## config.mk

```make
export PLATFORM = sky130hd
export DESIGN_NAME = i2s_tx_serializer
export DESIGN_NICKNAME = d
export VERILOG_FILES = /design/src/rtl/ctrl_pkg.sv /design/src/rtl/slot_detect.sv /design/src/rtl/i2s_tx_serializer.sv
export SDC_FILE = /design/constraint.sdc
export NUM_CORES = 1
export LEC_CHECK = 0
export ABC_AREA = 1
export CORE_UTILIZATION = 30
export DETAILED_ROUTE_END_ITERATION = 8
export HOLD_SLACK_MARGIN = 0.08
export PLACE_DENSITY = 0.6
export REMOVE_ABC_BUFFERS = 1
export SYNTH_ARGS = -nofsm -noshare
export SYNTH_HDL_FRONTEND = slang
export SYNTH_SLANG_ARGS = --single-unit
```

## constraint.sdc

```tcl
create_clock -name sclk -period 2.08 [get_ports sclk]
set_clock_uncertainty 0.1 [all_clocks]
set_input_delay 0.416 -clock sclk [delete_from_list [all_inputs] [get_ports sclk]]
set_output_delay 0.416 -clock sclk [all_outputs]
set_load 0.005 [all_outputs]
```

## src/rtl/ctrl_pkg.sv

```systemverilog
// ctrl_pkg: shared I2S control word, mode encodings and tx serializer state/constants.
package ctrl_pkg;
   typedef enum logic [1:0] {MR, MT, SR, ST} mode_t;
   typedef enum logic {f16bits, f32bits} frame_t;
   typedef enum logic {I2S, MSB} std_t;
   typedef struct packed {
      mode_t  mode;
      logic   tran_en;
      logic   stereo;
      frame_t frame_size;
      std_t   standard;
   } OP_t;
   typedef enum logic [1:0] {TS_IDLE, TS_SHIFT, TS_PAD} tx_ser_state_t;
   localparam int W32 = 32;
   localparam int W16 = 16;
   function automatic logic [4:0] last_bit(input frame_t f);
      return f == f32bits ? 5'(W32 - 1) : 5'(W16 - 1);
   endfunction
endpackage

```

## src/rtl/slot_detect.sv

```systemverilog
// slot_detect: flags a channel-slot start from a ws edge or, in mono, from slot length rollover.
module slot_detect
   import ctrl_pkg::*;
(
   input  logic   sclk,
   input  logic   preset,
   input  logic   active,
   input  logic   stereo,
   input  frame_t frame_size,
   input  logic   ws,
   input  logic   tx_ren,
   output logic   start
);
   logic       ws_q;
   logic [4:0] slot_cnt;
   assign start = active && ((ws != ws_q && tx_ren) ||
                  (!stereo && ws == ws_q && slot_cnt == last_bit(frame_size)));
   always_ff @(negedge sclk or posedge preset)
      if (preset) begin
         ws_q     <= 1'b0;
         slot_cnt <= '0;
      end else begin
         ws_q     <= ws;
         slot_cnt <= (!active || start) ? '0 : slot_cnt + 5'd1;
      end
endmodule

```

## src/rtl/i2s_tx_serializer.sv

```systemverilog
// i2s_tx_serializer: pops one Tx FIFO sample per slot and shifts it out MSB-first,
// with the one-bit Philips delay or none for MSB-justified.
module i2s_tx_serializer
   import ctrl_pkg::*;
#(
   parameter int DW = 32
) (
   input  logic          sclk,
   input  logic          preset,
   input  OP_t           OP,
   input  logic          ws,
   input  logic          tx_ren,
   input  logic [DW-1:0] tx_data,
   input  logic          tx_empty,
   output logic          tx_pop,
   output logic          sd,
   output logic          busy,
   output logic          underrun
);
   tx_ser_state_t state, state_nxt;
   logic [DW-1:0] shreg, word;
   logic [4:0]    bit_cnt;
   logic          active, start, sd_d;
   assign active = OP.tran_en && (OP.mode == MT || OP.mode == ST);
   assign word   = OP.frame_size == f32bits ? tx_data << (DW - W32) : tx_data << (DW - W16);
   slot_detect u_slot (
      .sclk       (sclk),
      .preset     (preset),
      .active     (active),
      .stereo     (OP.stereo),
      .frame_size (OP.frame_size),
      .ws         (ws),
      .tx_ren     (tx_ren),
      .start      (start)
   );
   always_ff @(negedge sclk or posedge preset)
      if (preset) state <= TS_IDLE;
      else        state <= state_nxt;
   // a reload beats end-of-word; a disabled transmitter finishes its word then idles
   always_comb
      state_nxt = start                               ? TS_SHIFT :
                  state == TS_SHIFT && bit_cnt == '0  ? (active ? TS_PAD : TS_IDLE) :
                  state == TS_PAD && !active          ? TS_IDLE : state;
   always_comb begin
      tx_pop = start && !tx_empty;
      busy   = state != TS_IDLE;
      sd     = OP.standard == I2S ? sd_d : shreg[DW-1];
   end
   always_ff @(negedge sclk or posedge preset)
      if (preset) begin
         shreg    <= '0;
         bit_cnt  <= '0;
         underrun <= 1'b0;
         sd_d     <= 1'b0;
      end else begin
         sd_d     <= shreg[DW-1];
         underrun <= OP.tran_en && (underrun || (start && tx_empty));
         if (start) begin
            shreg   <= tx_empty ? '0 : word;
            bit_cnt <= last_bit(OP.frame_size);
         end else if (state == TS_SHIFT) begin
            shreg   <= shreg << 1;
            bit_cnt <= bit_cnt - 5'd1;
         end
      end
endmodule
```

Word level (Yosys, flattened, before mapping)
Index checks and enable logic that the tools add are counted.
{"block": "totals", "ff_bits": 47, "inputBits": 43, "word_cells": 50, "latchBits": 0, "rom_bits": 0, "output_inout_bits": 4, "n_memories": 0, "mem_bits_rw": 0}
{"block": "classes", "magnitude_cmp": 0, "mux": 13, "n_div": 0, "add_sub_neg": 2, "n_mul": 0, "shifts": 0, "n_eq_ne": 7, "n_reduce_logical": 21, "bitwise": 0}
{"operator": "two-way mux 32 bit", "count": 4}
{"operator": "two-way mux 5 bit", "count": 4}
{"operator": "logical AND 1 bit", "count": 10}
{"operator": "two-way mux 2 bit", "count": 4}
{"operator": "adder 5 x 1 -> 5 bit (second input constant)", "count": 1}
{"operator": "== test 5 bit", "count": 1}
{"operator": "zero test 5 bit", "count": 1}
{"operator": "subtractor 5 x 1 -> 5 bit (second input constant)", "count": 1}
{"operator": "== test 2 x 1 -> 1 bit (second input constant)", "count": 2}
{"operator": "== test 2 bit (second input constant)", "count": 2}
{"operator": "logical OR 1 bit", "count": 4}
{"operator": "nonzero test 2 bit", "count": 2}
{"operator": "zero test 1 bit", "count": 3}
{"operator": "nonzero test 3 bit", "count": 1}
{"operator": "== test 1 bit", "count": 1}
{"operator": "two-way mux 1 bit", "count": 1}
{"operator": "!= test 1 bit", "count": 1}

Logic depth before layout (Yosys ltp)
{"block": "logic_depth", "depth_word": 8, "ltp_mapped": 12, "depth_no_buf": 10}

Cells and area by module
Synthesis repeated with hierarchy kept, for this count alone.
{"block": "hier_totals", "cells_unflattened": 336, "hier_area_um2": 2531.2}
{"module": "i2s_tx_serializer", "seq_area_each_um2": 1026.0, "cells_per_inst": 302, "n_inst": 1, "area_each_um2": 2213.4}
{"module": "slot_detect", "seq_area_each_um2": 150.1, "cells_per_inst": 34, "n_inst": 1, "area_each_um2": 317.8}

==> out/qor.txt <==
====================================================================================================
Die Height ............................................................................     93.92 µm
Gate Count Post-Synth .................................................................          322
Most frequent standard cell in the layout excluding fill and tap cells ................      nand3_2
Sequential area share after synthesis .................................................       46.40%
Antenna violations before repair ......................................................            0
Failing checks ........................................................................ setup timing
Later-pin clock latency in the skew report ............................................      0.31 ns
Final hold vios .......................................................................            0
Wire length per cell ..................................................................     16.45 µm
Max Buffers Root-to-Sink ..............................................................            2
Internal power contribution ...........................................................      2188 µW
DIE AREA ..............................................................................     8821 µm²
Maximum number of pins on one net before global-route repair ..........................           33
Most common cell on crit path .........................................................      nand2_4
# port buffers ........................................................................           45
Number of nets at the end of the flow .................................................          455
Overall global routing resource usage .................................................       18.41%
Vias in the first global route ........................................................         2518
RSZ-0062 raised after global routing ..................................................         true
Slowest Stage Delay on Critical Path ..................................................      0.42 ns
Number of inserted diodes .............................................................            0
Post-route standard cell area excluding fillers .......................................     4478 µm²
Core box area .........................................................................     8217 µm²
Warnings from Yosys ...................................................................            0
Synthesized cell area .................................................................     2535 µm²
DRT Pass-1 Iters ......................................................................            4
Leading cell types in the layout, fill and taps excluded .............................. nand3_2, nand2_1, dfrtn_1
Number of H-tree branching levels .....................................................            2
Remaining max-slew budget at the tightest pin .........................................       61.05%
Count of standard-cell rows ...........................................................           33
Post-route setup slack ................................................................   -0.9848 ns
Share of total power in sequential cells ..............................................        39.4%
Cell with the largest stage delay on the worst path ...................................      dfrtn_1
Detail Route Antenna Nets .............................................................            0
Initial Util ..........................................................................       30.85%
WS Path Type .......................................................................... flop to output port
Setup Viol. Count Final ...............................................................           49
Sort of element at the start of the critical path .....................................         flop
Sink count of the clock tree ..........................................................           47
Placer's final routability congestion estimate ........................................       0.7688
Buffer cell driving the clock tree root ...............................................     clkbuf_8
CTS Hold Buffers Added ................................................................            0
Number of slew-limit violations in the final report ...................................            0
Final Hold Slack ......................................................................    0.3548 ns
CP endpoint kind ......................................................................  output port
Worst reg2reg setup slack .............................................................      0.15 ns
Clock-pin slew reported for the worst setup and hold paths after clock tree synthesis .      0.06 ns
Worst-path cell chain ................................................................. ha_2, nand3_2, nor2_2, nand2_2, nand2_4, nand2_4, nor2_1, buf_2
Total placed instance area ............................................................     3318 µm²
Clock network power share .............................................................        15.0%
Mean instance size in the synthesized netlist .........................................    7.872 µm²
Critical path data arrival time .......................................................      2.55 ns
Synth Register Bits ...................................................................           47
Combinational share of power ..........................................................        45.6%
Min-Delay Path Class .................................................................. flop to flop
Leftover overflow at the end of global routing ........................................            0
Proportion of layout cells with a drive suffix above 1 ................................       46.96%
First-pass GRT wire length ............................................................     12570 µm
Net switching power ...................................................................      1539 µW
Leakage power .........................................................................  0.002085 µW
Max cap viols .........................................................................            0
Main area contributors after synthesis ................................................ dfrtn_1, nand3_1, nand2_1
Average vias per placed instance ......................................................        5.254
Worst VDD drop ........................................................................    0.3942 mV
Placed wire-length estimate after detailed placement ..................................      4713 µm
P&R area growth vs syn ................................................................       76.65%
Detailed-route via count ..............................................................         2711
TritonCTS clock tree ..................................................................         done
Filler instances ......................................................................          709
Total wire length .....................................................................      8488 µm
Worst Max-Slew Pin Slew ...............................................................    0.5842 ns
Horizontal die dimension ..............................................................     93.92 µm
Post-synth top area cell ..............................................................      dfrtn_1
Fraction of power spent switching nets ................................................       41.29%
Result of the run ..................................................................... complete, but fails checks
Number of buffers created by CTS ......................................................            5
Top Ports .............................................................................           47
Drt first-iter violations .............................................................          138
Power density over cell area .......................................................... 832.2 nW/µm²
Largest delay contributor family on the critical path ................................. simple AND/OR/NAND/NOR gates
Post-route DRC violation count ........................................................            0
WP buf/inv ............................................................................            1
CP max FO .............................................................................            2
Data required time at the worst endpoint ..............................................      1.56 ns
Fraction of post-synthesis cell area in the top cell type by area .....................       46.40%
Library cells used by synthesis .......................................................           29
====================================================================================================
## state kept, by name (all words and copies together), names as in the netlist
name / count
shreg: 32
bit_cnt: 5
u_slot.slot_cnt: 5
state: 2
sd_d: 1
u_slot.ws_q: 1
underrun: 1
## Yosys cell counts
cell type and n:
a21boi_0 1, a21oi_1 17, a22oi_1 1, buf_1 1, buf_2 13, buf_4 1
buf_6 2, clkbuf_1 10, clkinv_1 1, dfrtn_1 47, ha_1 2, inv_1 13
inv_2 1, mux2_2 1, nand2_1 59, nand2_2 1, nand2_4 2, nand3_1 108
nand4_1 13, nor2_1 13, nor2_4 1, nor3_1 1, nor3b_1 1, o211ai_1 2
o21ai_0 3, o21ai_1 1, or2_2 1, xnor2_1 2, xor2_1 3
## final timing paths
check | to | start | cells past startpoint
worst max-delay path | tx_pop | u_slot.slot_cnt[1]$_DFF_NP0_ | 8
worst min-delay path | bit_cnt[0]$_DFFE_NP0P_ | bit_cnt[0]$_DFFE_NP0P_ | 2
worst max register to register | bit_cnt[4]$_DFFE_NP0P_ | u_slot.slot_cnt[1]$_DFF_NP0_ | 12
worst min register to register | bit_cnt[0]$_DFFE_NP0P_ | bit_cnt[0]$_DFFE_NP0P_ | 2
max in group asynchronous | shreg[1]$_DFFE_NP0P_ | preset | 3
min in group asynchronous | bit_cnt[0]$_DFFE_NP0P_ | preset | 3
## final cells by class
| type | count | area, µm² | area share [%] |
|---|---|---|---|
| clock buffer | 6 | 72.57 | 1.621 |
| timing repair buffer | 108 | 1225 | 27.35 |
| tap | 105 | 131.4 | 2.934 |
| sequential | 47 | 1176 | 26.26 |
| multi-input combinational | 233 | 1800 | 40.21 |
| clock inverter | 2 | 12.51 | 0.2794 |
| inverter | 15 | 60.06 | 1.341 |
## tightest hold or removal path, cell delays in order (launching register included)
cell,delay [ns]
dfrtn_1,0.41
nand2_1,0.07
nand3_2,0.07
## timing repair
action | CTS | global route
buffers inserted | 13 | 7
cloned | 5 | 5
gates resized for setup | 74 | 122
endpoints found under the setup margin | 49 | 49
pin swaps | 21 | 34
## cell families after synthesis
family,synth area share (%)
mux,0.4442
xor+xnor,1.728
flops,46.40
simple gates,37.51
fa+ha+maj,0.9870
buf+inv,7.601
compound gates,5.330
## routing by layer
layer	global-route usage, %	vias up	share of wire [%]
li1	-	1284	-
met1	24.87	1343	44
met4	3.974	0	1.3
met2	30.72	72	50
met5	0	-	0
met3	3.155	12	4.1
## metrics by stage
stage	setup WS, ns	std cells	utilization (%)	power (µW)	TNS, ns
2_1_floorplan	-1.142	295	-	2006	-65.42
3_3_place_gp	-1.109	483	40.38	2457	-48.15
3_5_place_dp	-1.117	483	40.38	2502	-48.78
4_1_cts	-0.9638	509	46.34	3201	-27.52
5_1_grt	-1.027	516	54.50	3944	-21.83
6_report	-0.9848	516	54.50	3727	-20.18
## power groups by stage
stage	Sequential (µW)	Clock, µW	Combinational [µW]
2_1_floorplan	1340	0	668
5_1_grt	1490	609	1850
4_1_cts	1370	563	1270
3_3_place_gp	1360	0	1100
6_report	1470	560	1700
3_5_place_dp	1380	0	1120
Power figures use the tool's default switching activity.
